$ cat src/rtl/mms_4num_stream_loader_if.sv
// Handshake bundle for the MMS_4num stream loader: serial operand input and registered result output.
interface mms_4num_stream_loader_if #(
  parameter int DATA_W = 8
);
  logic              in_valid;
  logic              in_ready;
  logic [DATA_W-1:0] in_data;
  logic              in_select;
  logic              in_flush;
  logic              out_valid;
  logic              out_ready;
  logic [DATA_W-1:0] out_data;
  logic              out_select;

  modport master (
    output in_valid, in_data, in_select, in_flush, out_ready,
    input  in_ready, out_valid, out_data, out_select
  );

  modport slave (
    input  in_valid, in_data, in_select, in_flush, out_ready,
    output in_ready, out_valid, out_data, out_select
  );
endinterface

$ cat src/rtl/mms_4num_stream_loader.sv
// Packs serial 8-bit operands into groups of four for an external MMS_4num and
// registers its combinational max/min result onto a valid/ready output.
module mms_4num_stream_loader #(
  parameter int DATA_W = 8,
  parameter int CNT_W  = 16
) (
  input  logic                   clk,
  input  logic                   rst,
  mms_4num_stream_loader_if.slave bus,
  output logic                   mms_select,
  output logic [DATA_W-1:0]      mms_num0,
  output logic [DATA_W-1:0]      mms_num1,
  output logic [DATA_W-1:0]      mms_num2,
  output logic [DATA_W-1:0]      mms_num3,
  input  logic [DATA_W-1:0]      mms_result,
  output logic [CNT_W-1:0]       groups_done
);

  typedef enum logic [1:0] {COLLECT, EVAL, HOLD} state_t;

  state_t            state, state_nxt;
  logic [1:0]        slot_cnt_p0;
  logic [DATA_W-1:0] slot_p0 [4];
  logic              sel_p0;
  logic              vld_p1;
  logic [DATA_W-1:0] out_data_p1;
  logic              out_sel_p1;
  logic [CNT_W-1:0]  groups_done_q;
  logic              accept;
  logic              last_beat;
  logic              sel_eff;

  // Neutral element for the selected operation: 0 never wins a max, all-ones never wins a min.
  function automatic logic [DATA_W-1:0] pad_value(input logic sel);
    return sel ? {DATA_W{1'b1}} : {DATA_W{1'b0}};
  endfunction

  always_comb begin
    state_nxt    = state;
    bus.in_ready = 1'b0;
    case (state)
      COLLECT: begin
        bus.in_ready = ~rst;
        if (accept && last_beat) state_nxt = EVAL;
      end
      EVAL:    state_nxt = HOLD;
      HOLD:    if (bus.out_ready) state_nxt = COLLECT;
      default: state_nxt = COLLECT;
    endcase
  end

  assign accept    = bus.in_valid && bus.in_ready;
  assign last_beat = (slot_cnt_p0 == 2'd3) || bus.in_flush;
  // The first beat of a group carries the select that the padding must honour.
  assign sel_eff   = (slot_cnt_p0 == 2'd0) ? bus.in_select : sel_p0;

  always_ff @(posedge clk) begin
    if (rst) state <= COLLECT;
    else     state <= state_nxt;
  end

  // Stage p0: operand collection slots feeding MMS_4num
  always_ff @(posedge clk) begin
    if (rst) begin
      slot_cnt_p0 <= 2'd0;
      sel_p0      <= 1'b0;
      for (int i = 0; i < 4; i++) slot_p0[i] <= '0;
    end else if (accept) begin
      slot_p0[slot_cnt_p0] <= bus.in_data;
      if (slot_cnt_p0 == 2'd0) sel_p0 <= bus.in_select;
      if (last_beat) slot_cnt_p0 <= 2'd0;
      else           slot_cnt_p0 <= slot_cnt_p0 + 2'd1;
      if (bus.in_flush) begin
        for (int i = 0; i < 4; i++)
          if (2'(i) > slot_cnt_p0) slot_p0[i] <= pad_value(sel_eff);
      end
    end
  end

  // Stage p1: registered result held until the downstream handshake
  always_ff @(posedge clk) begin
    if (rst) begin
      vld_p1        <= 1'b0;
      out_data_p1   <= '0;
      out_sel_p1    <= 1'b0;
      groups_done_q <= '0;
    end else if (state == EVAL) begin
      vld_p1      <= 1'b1;
      out_data_p1 <= mms_result;
      out_sel_p1  <= sel_p0;
    end else if (vld_p1 && bus.out_ready) begin
      vld_p1        <= 1'b0;
      groups_done_q <= groups_done_q + 1'b1;
    end
  end

  assign mms_select     = sel_p0;
  assign mms_num0       = slot_p0[0];
  assign mms_num1       = slot_p0[1];
  assign mms_num2       = slot_p0[2];
  assign mms_num3       = slot_p0[3];
  assign bus.out_valid  = vld_p1;
  assign bus.out_data   = out_data_p1;
  assign bus.out_select = out_sel_p1;
  assign groups_done    = groups_done_q;

endmodule

$ cat src/flat_wrapper.sv
// flat-port wrapper written by rule: the top's interface ports become plain ports
module mms_4num_stream_loader_flat 
#(
  parameter int DATA_W = 8,
  parameter int CNT_W  = 16
)
  (clk, rst, mms_select, mms_num0, mms_num1, mms_num2, mms_num3, mms_result, groups_done, bus_in_valid, bus_in_data, bus_in_select, bus_in_flush, bus_out_ready, bus_in_ready, bus_out_valid, bus_out_data, bus_out_select);
  mms_4num_stream_loader_if #(.DATA_W(DATA_W)) bus_i ();
  input  logic clk;
  input  logic rst;
  output logic mms_select;
  output logic [DATA_W-1:0] mms_num0;
  output logic [DATA_W-1:0] mms_num1;
  output logic [DATA_W-1:0] mms_num2;
  output logic [DATA_W-1:0] mms_num3;
  input  logic [DATA_W-1:0] mms_result;
  output logic [CNT_W-1:0] groups_done;
  input wire logic [$bits(bus_i.in_valid)-1:0] bus_in_valid;
  input wire logic [$bits(bus_i.in_data)-1:0] bus_in_data;
  input wire logic [$bits(bus_i.in_select)-1:0] bus_in_select;
  input wire logic [$bits(bus_i.in_flush)-1:0] bus_in_flush;
  input wire logic [$bits(bus_i.out_ready)-1:0] bus_out_ready;
  output wire logic [$bits(bus_i.in_ready)-1:0] bus_in_ready;
  output wire logic [$bits(bus_i.out_valid)-1:0] bus_out_valid;
  output wire logic [$bits(bus_i.out_data)-1:0] bus_out_data;
  output wire logic [$bits(bus_i.out_select)-1:0] bus_out_select;
  assign bus_i.in_valid = bus_in_valid;
  assign bus_i.in_data = bus_in_data;
  assign bus_i.in_select = bus_in_select;
  assign bus_i.in_flush = bus_in_flush;
  assign bus_i.out_ready = bus_out_ready;
  assign bus_in_ready = bus_i.in_ready;
  assign bus_out_valid = bus_i.out_valid;
  assign bus_out_data = bus_i.out_data;
  assign bus_out_select = bus_i.out_select;
  mms_4num_stream_loader #(.DATA_W(DATA_W), .CNT_W(CNT_W)) u_core (.clk(clk), .rst(rst), .bus(bus_i), .mms_select(mms_select), .mms_num0(mms_num0), .mms_num1(mms_num1), .mms_num2(mms_num2), .mms_num3(mms_num3), .mms_result(mms_result), .groups_done(groups_done));
endmodule
$ cat config.mk
export PLATFORM = sky130hd
export DESIGN_NAME = mms_4num_stream_loader_flat
export DESIGN_NICKNAME = d
export VERILOG_FILES = /design/src/rtl/mms_4num_stream_loader_if.sv /design/src/rtl/mms_4num_stream_loader.sv /design/src/flat_wrapper.sv
export SDC_FILE = /design/constraint.sdc
export NUM_CORES = 1
export LEC_CHECK = 0
export ABC_CLOCK_PERIOD_IN_PS = 5010
export CORE_ASPECT_RATIO = 0.9
export CORE_MARGIN = 2
export CORE_UTILIZATION = 35
export CTS_BUF_LIST = sky130_fd_sc_hd__clkbuf_16
export CTS_CLUSTER_SIZE = 16
export DETAILED_ROUTE_END_ITERATION = 7
export DONT_BUFFER_PORTS = 1
export HOLD_SLACK_MARGIN = 0.03
export PLACE_DENSITY = 0.52
export SYNTH_ARGS = -nofsm -noshare
export SYNTH_HDL_FRONTEND = slang
export SYNTH_SLANG_ARGS = --single-unit
$ cat constraint.sdc
create_clock -name clk -period 5.01 [get_ports clk]
set_input_delay 0.7515 -clock clk [delete_from_list [all_inputs] [get_ports clk]]
set_output_delay 0.7515 -clock clk [all_outputs]
set_load 0.05 [all_outputs]
# After elaboration in Yosys (flattened, before gate mapping)
# Memories as Yosys holds them, arrays and structs flattened.
# Index checks and enable logic that the tools add are counted.
# op_classes
eq_ne	5
addsub	2
shifts	0
reduce_logical	10
muxes	41
div	0
n_lt_le_gt_ge	4
n_mul	0
bitwise_logic	6
# ops
op	n
$mux 8	6
$mux 1	30
$add 16x1->16 const B	1
$mux 2	4
$reduce_or 8->1	1
$pmux 2 s3	1
$eq 2x2->1 const B	2
$gt 1x2->1 const A	2
$gt 2x2->1 const A	2
$logic_not 2->1	2
$or 1x1->1	4
$reduce_and 2->1	2
$logic_and 1x1->1	3
$add 2x1->2 const B	1
$eq 2x1->1 const B	1
$ne 2x1->1 const B	1
$ne 2x2->1 const B	1
$not 1->1	2
$reduce_bool 2->1	1
$logic_or 1x1->1	1
# word_totals
rom_bits	0
input_bits	22
register_bits	31
elab_cells	76
out_inout_bits	60
memories	1
latch_bits	0
mem_bits_rw	32
# mem_list
memory	depth	width	read_ports	rd_clocked_by_memory_dff	write_ports	line_no	source
u_core.slot_p0	4	8	4	0	4	mms_4num_stream_loader.sv:23	logic [DATA_W-1:0] slot_p0 [4];

# Depth between registers and ports, before layout
# depth
ltp_word	8
depth_mapped	6
ltp_nobuf	5

# Worst setup path after synthesis
# OpenSTA, ideal clock, no wires.
# synth_path
path_kind	input to output
from	input rst
to	output bus_in_ready
arrival_time_ns	2.176
slack_ns	2.083
stages	3
n_path_buf	2
t_required_ns	4.259
cell_sequence	clkbuf_1 -> clkbuf_1 -> nor3_1
# synth_via
elab_chain_cells	2
# synth_rtl
element	line_no	source
start: declaration	flat_wrapper.sv:10	input logic rst;
$not 1->1	mms_4num_stream_loader.sv:43	bus.in_ready = ~rst;
$mux 1	mms_4num_stream_loader.sv:41	case (state)
end: declaration	flat_wrapper.sv:23	output wire logic [$bits(bus_i.in_ready)-1:0] bus_in_ready;
# No other way between the ends.

==> results.yml <==
drt:
  met3_length_microns: 602
  vias: 1923
  vias_per_cell: 5.283
  drc: 0
  wire_per_inst_microns: 16.18
  firstDrtPassIters: 4
  drt_iter0_drc: 101
  top_layer: "met4"
  wl_met2_microns: 2508
  wirelength_microns: 5891
  ant_nets: 0
  met1Wirelength_microns: 2750
global_routing:
  overflow: 0
  antenna_found_initial: 0
  grt_pass1_wl_microns: 9370
  grt_use_total_pct: 14.16
  grt_max_degree: 39
  grt_pass1_vias: 1843
timing:
  fin_worst_skew_ns: 0.005574
  tightestPinTransition_ns: 0.8687
  slew_viol_final: 0
  setup_slack_ns: 2.500
  hold_violations: 0
  finalCritPeriodShare_pct: 50.10
  period_needed_ns: 2.510
  max_freq_mhz: 398.4
  relSlewSlack_pct: 41.77
  setup_tns_ns: 0
  grt_setup_unrepaired: "false"
  setup_viol: 0
yosys:
  syn_avg_cell_area_sq_um: 9.968
  async_reset_ff_share_pct: 0
  synth_area_leaders: "edfxtp_1 36%, dfxtp_1 23%, a21oi_1 9.1%"
  yosysSeqAreaShare_pct: 58.55
  ys_ff_latch: 63
  syn-cell-area_sq_um: 2701
  synth_edf_count: 32
  syn_inst: 271
  synth_top_area_share_pct: 35.57
  synth_cell_types: 34
  synth_ff_type: "edfxtp_1"
  yosysTopAreaCell: "edfxtp_1"
  synth_nets: 299
  ys_warn_count: 0
cells_and_area:
  area_growth_pct: 13.48
  diodes: 0
  mostFrequentLayoutCells: "52 x nand2_1, 49 x a21oi_1, 32 x edfxtp_1, 31 x dfxtp_1, 11 x nor2_1"
  fin_nets: 292
  postLayoutCoreUtil_pct: 40.83
  layout-drive-gt1-share_pct: 7.836
  layout_commonest_cell: "nand2_1"
critical_path:
  cp_data_required_time_ns: 4.96
  critical_path_class: "in -> reg"
  path_cells: "or4b_2, o21bai_1"
  path_buf_inv: 0
  cp-end-kind: "register"
  critPathTopFamily: "simple AND/OR/NAND/NOR gates"
  worstPathArrival_ns: 2.46
  worst_setup_path_start_kind: "primary input"
  crit_fanout: 38
  cpMaxStageDelayCell: "or4b_2"
  max_stage_delay_ns: 0.93
placed_design:
  gp_congestion: 0.7958
  dp_hpwl_microns: 4041
  dpl_worst_slack_ns: 2.183
  io_buffers: 0
floorplan:
  core_area_sq_um: 7507
  die_w_microns: 96.61
  num_rows: 30
  die_h_microns: 87.35
  ios: 82
  start_util_pct: 35.98
  die_area_sq_um: 8438
power:
  p_per_area_nw_per_um2: 437.3
  vdd_drop_max_v: 0.0001938
  leakage_nw: 1.043
clock_network:
  cts_tree: "done"
  post_cts_buffers: 0
  htree_levels: 3
  path_clk_slew_ns: 0.06
  cts_sinks: 63
  cts_resized: 0
  root_buffer: "clkbuf_16"
  postCtsHoldBufs: 0
  clk_latency_ns: 0.33
  clock_path_buffers: 2
  cts-buffers-inserted: 9
outcome:
  status: "complete, no violations"
job:
  max_cap_viol_count: 0
hold_path:
  min_path_type: "in -> reg"
[where the power goes]
group	total [W]	leakage, nW	internal [W]	switching [W]
Combinational	0.0000462	0.305	0.0000142	0.0000320
Sequential	0.000653	0.586	0.000568	0.0000846
Clock	0.000641	0.152	0.000427	0.000215
[path summary, 6_finish.rpt]
check | depth (start not counted) | startpoint | endpoint | slack (ns)
setup / recovery | 2 | rst | u_core.slot_p0[2][1] | 2.50
hold reg to reg | 2 | u_core.slot_cnt_p0[1] | u_core.slot_cnt_p0[1] | 0.51
setup reg to reg | 2 | u_core.state[0] | u_core.slot_p0[2][1] | 2.52
hold / removal | 1 | rst | u_core.bus.out_data[2] | 0.48
[layout make-up]
class                   count  area, sq um
clock inverters             6        78.83
repair buffers              1        7.507
inverters                   4        15.01
well taps                  96        120.1
multi-input cells         185         1037
clock buffers               9        225.2
flip-flops and latches     63         1582
fillers                   750         4442
[sequential cells by signal, indices dropped and copies added (netlist names)]
| signal | count |
|---|---|
| u_core.bus.out_valid | 1 |
| u_core.slot_cnt_p0 | 2 |
| u_core.bus.out_select | 1 |
| u_core.mms_select | 1 |
| u_core.state | 2 |
| u_core.bus.out_data | 8 |
| u_core.groups_done | 16 |
| u_core.slot_p0 | 32 |
[synth_stat cells (3+ instances only)]
cell type and number:
dfxtp_1 31, or3_1 4, inv_1 4, nand4_1 3, nand2_1 52, nor2_1 11
or4_1 6, a21oi_1 49, o21ai_0 3, nand2b_1 3, o31ai_1 6, ha_1 6
nand3_1 7, edfxtp_1 32, xnor2_1 4, and3_1 9, clkbuf_1 17
[metal layers]
| layer | track usage (%) | vias to the layer above |
|---|---|---|
| met5 | 0 | - |
| met4 | 5.122 | 0 |
| met3 | 7.303 | 2 |
| met2 | 20.52 | 73 |
| met1 | 18.15 | 904 |
| li1 | - | 944 |
[through the flow]
stage,instances,power (W),area (sq um),hold WS (ns)
floorplan,271,0.0007000,2701,0.4721
global placement,349,0.0007085,2761,0.4945
detailed placement,349,0.0007097,2761,0.4973
CTS,364,0.001348,3065,0.4800
global route,364,0.001380,3065,0.4760
finish,364,0.001340,3065,0.4845
[kinds of logic after synthesis]
kind of cell / count (synthesis) / share of synthesized area [%]
XOR/XNOR: 6 / 1.945
adder cells (fa/ha/maj): 6 / 2.779
multiplexers: 2 / 0.7874
AND/OR/NAND/NOR: 111 / 20.84
buffers and inverters: 23 / 3.242
AO/OA/AOI/OAI: 60 / 11.86
flip-flops: 63 / 58.55
Note: power is estimated with default switching activity, not from simulation.
==> RTL edit 1, RTL diff (same flow settings) <==
`CNT_W` is set to 16 in 2 places; all go to 24.
--- a/src/rtl/mms_4num_stream_loader.sv
+++ b/src/rtl/mms_4num_stream_loader.sv
@@ -4,3 +4,3 @@
   parameter int DATA_W = 8,
-  parameter int CNT_W  = 16
+  parameter int CNT_W  = 24
 ) (
--- a/src/flat_wrapper.sv
+++ b/src/flat_wrapper.sv
@@ -4,3 +4,3 @@
   parameter int DATA_W = 8,
-  parameter int CNT_W  = 16
+  parameter int CNT_W  = 24
 )
Ports: changed (resized groups_done); port bits go from 82 to 90. No check against the original RTL was run, so the function may have changed too.
==> RTL edit 1 against the original RTL <==
Cell area is 13% higher; setup slack worse by 0.064 ns; power is 5.5% higher; die area is 12% higher; count of clock-buffer cells in the layout is 2 higher; critical path depth is 3 higher; wire length is 13% higher; sequential cell count is 8 higher; critical path type is now flip-flop to flip-flop; largest power group unchanged; area after synthesis is 13% higher.
==> RTL edit 1: results (changes against the original RTL) <==
Fillers=846 (+13%); slowest CP cell=dfxtp_1; Synth Area in XOR/XNOR=0.0259 (+0.00640); status=completed; worst rel slew slack=0.394 (-0.0237); vias in the first global route=1946 (+5.6%); pre-CTS setup slack=2.26 ns (+0.0806 ns); hpwl dp=4590 um (+13%); cell internal pwr=1.05 mW (+3.8%); worst vdd ir=148 uV (-24%); Fin Clk Skew=0.00775 ns (+0.00217 ns); slowest cell delay on critical path=0.71 ns (-0.22 ns); sequential share of the synthesized area=0.571 (-0.0143); commonest cells in the netlist=dfxtp_1, edfxtp_1, nand2_1, a21oi_1, a21o_1; worst r2r path cells=5 (+3); met3 WL post-DR=451 um (-25%); Area contributors post-synth=edfxtp_1, dfxtp_1, a21o_1; routed vias/inst=5.13 (-2.9%); static leakage=1.36 nW (+31%); routed len/inst=16.2 um (+0.22%); GR Util met3=0.0596 (-0.0134); routability cong.=0.793 (-0.39%); proportion of synthesized area in mux cells=0.0107 (+0.00279); first-pass GRT wire length=10500 um (+12%); largest net degree at the start of global routing=44 (+13%); layout cells sized above 1=0.0997 (+0.0213); post-route minimum period=2.57 ns (+0.0638 ns); worst-path fanout max=14 (-63%); Synth Area in Compound Gates=0.142 (+0.0234); worst endpoint data arrival time=2.79 ns (+0.33 ns); syn nets=315 (+5.4%); DRT iter0 DRCs=88 (-13%); count of unique library cells instantiated by Yosys=39 (+15%); total track usage=0.145 (+0.00366); layout net count=314 (+7.5%); Met1 Wirelength=3260 um (+19%)
RTL edit 1: cell type report:
type	instances	area, um2	area share
clock buffers	11	275	0.0794
inverters	4	15.0	0.00433
repair buffers	2	15.0	0.00433
clock inverters	5	36.3	0.0105
multi-input cells	198	1240	0.356
flip-flops and latches	71	1740	0.502
well taps	119	149	0.0429
RTL edit 1: worst paths after layout:
path	slack, ns	from	endpoint
setup / recovery	2.44	u_core.groups_done[0]$_SDFFE_PP0P_	u_core.groups_done[20]$_SDFFE_PP0P_
hold / removal	0.49	rst	u_core.groups_done[21]$_SDFFE_PP0P_
setup reg to reg	2.44	u_core.groups_done[0]$_SDFFE_PP0P_	u_core.groups_done[20]$_SDFFE_PP0P_
hold reg to reg	0.53	u_core.slot_cnt_p0[1]$_SDFFE_PP0P_	u_core.slot_cnt_p0[1]$_SDFFE_PP0P_
RTL edit 1: critical path, delay by kind of cell, from the launching register on:
kind / cells / cell delay, ns
adder cells (fa/ha/maj): 1 / 0.27
flip-flops: 1 / 0.71
multiplexers: 1 / 0.36
AND/OR/NAND/NOR: 3 / 1.11
RTL edit 1: through the flow:
stage                     power [mW]  std cells  instance area (um2)
after global routing            1.46        410                 3470
after CTS                       1.43        410                 3470
after detailed placement       0.783        394                 3160
after floorplan                0.772        287                 3050
final                           1.41        410                 3470
after global placement         0.782        394                 3160
RTL edit 1: power by group through the flow:
| stage | Sequential [mW] | Clock (mW) | Combinational [mW] |
|---|---|---|---|
| 3_5_place_dp | 0.735 | 0 | 0.0473 |
| 3_3_place_gp | 0.735 | 0 | 0.0467 |
| 4_1_cts | 0.723 | 0.656 | 0.0475 |
| 5_1_grt | 0.725 | 0.682 | 0.0530 |
| 6_report | 0.722 | 0.646 | 0.0469 |
| 2_1_floorplan | 0.730 | 0 | 0.0427 |
==> RTL edit 2, RTL diff (same flow settings) <==
Without the edit above. Encoding of `state_t`: now one-hot (3 bits for 3 states).
--- a/src/rtl/mms_4num_stream_loader.sv
+++ b/src/rtl/mms_4num_stream_loader.sv
@@ -18,3 +18,3 @@
 
-  typedef enum logic [1:0] {COLLECT, EVAL, HOLD} state_t;
+  typedef enum logic [2:0] {COLLECT = 3'b001, EVAL = 3'b010, HOLD = 3'b100} state_t;
 
Check against the original RTL: same outputs for any inputs over 10 cycles, from zero or initial values and one cycle with rst high; not proved beyond that.
==> RTL edit 2 against the original RTL <==
Area after synthesis up 1.6%; wire length is 2.2% higher; critical path type unchanged; setup slack lost 0.074 ns; combinational power shrank 13%; sequential cell count grew 1; die area up 1.5%; cell area rose by 1.6%; largest power group unchanged; clock power decreased by 5.8%; power down 3.4%.
==> RTL edit 2: results (changes against the original RTL) <==
Fin Clk Skew=0.00400 ns (-0.00158 ns); worst-path fanout max=37 (-2.6%); largest net degree at the start of global routing=38 (-2.6%); drt total wl=6020 um (+2.2%); status=completed; sequential share of the synthesized area=0.584 (-0.00178); total track usage=0.143 (+0.00104); static leakage=1.07 nW (+2.7%); layout cells sized above 1=0.0942 (+0.0158); dpl cell area=2820 um2 (+2.0%); PwrDens=416 nW/um2 (-4.9%); hold crit path type=flip-flop to flip-flop; routed vias/inst=5.22 (-1.2%); vias in the first global route=1844 (+0.054%); worst vdd ir=193 uV (-0.27%); Switching Share=0.250 (+0.00319); commonest cells in the netlist=nand2_1, a21oi_1, dfxtp_1, edfxtp_1, clkbuf_1; pre-CTS setup slack=2.08 ns (-0.101 ns); Area contributors post-synth=edfxtp_1, dfxtp_1, a21oi_1; DRT iter0 DRCs=116 (+15%); Clock power frac=0.467 (-0.011); DP Cell Count=356 (+2.0%); worst endpoint data arrival time=2.54 ns (+0.08 ns); syn nets=304 (+1.7%); count of unique library cells instantiated by Yosys=32 (-5.9%); routed len/inst=16.2 um (about the same); routability cong.=0.714 (-10%)
-- RTL edit 2: cell count changes after synthesis, sizes merged, moves of 2 or more --
cell,before,now
and4,2,0
and2,2,4
nor2,11,14
xor2,2,5
nand4,3,7
or4,6,4
a21oi,49,44
o31ai,6,2
-- RTL edit 2: layout make-up --
cell class	instances	area, um2
clock buffer	9	225
sequential	64	1600
multi-input combinational	190	1070
tap	96	120
inverter	4	15.0
clock inverter	7	72.6
timing repair buffer	2	15.0
fill	742	4470
-- RTL edit 2: layer usage --
metal | wire [um] | track usage
met1 | 2630 | 0.167
met2 | 2630 | 0.217
met3 | 695 | 0.0942
met4 | 59 | 0.0417
met5 | 0 | 0
-- RTL edit 2: critical path: stages --
cell	delay, ns
nor4b_2	0.20
buf_4	0.25
nand2_1	0.50
o21bai_1	0.81
-- RTL edit 2: worst paths after layout --
| kind | start | to | slack (ns) | depth (start not counted) |
|---|---|---|---|---|
| worst max-delay path | rst | u_core.slot_p0[2][3]$_DFFE_PP_ | 2.43 | 4 |
| worst min-delay path | u_core.slot_cnt_p0[0]$_SDFFE_PP0P_ | u_core.slot_cnt_p0[0]$_SDFFE_PP0P_ | 0.50 | 2 |
| worst max register to register | u_core.state[1]$_SDFFE_PP0P_ | u_core.slot_p0[2][3]$_DFFE_PP_ | 2.44 | 4 |
| worst min register to register | u_core.slot_cnt_p0[0]$_SDFFE_PP0P_ | u_core.slot_cnt_p0[0]$_SDFFE_PP0P_ | 0.50 | 2 |
-- RTL edit 2: cells by family after synthesis --
kind of cell | after synthesis | synth area share
flops | 64 | 0.584
fa+ha+maj | 6 | 0.0274
mux | 4 | 0.0155
compound gates | 52 | 0.0985
xor+xnor | 8 | 0.0255
simple gates | 120 | 0.219
buf+inv | 22 | 0.0301
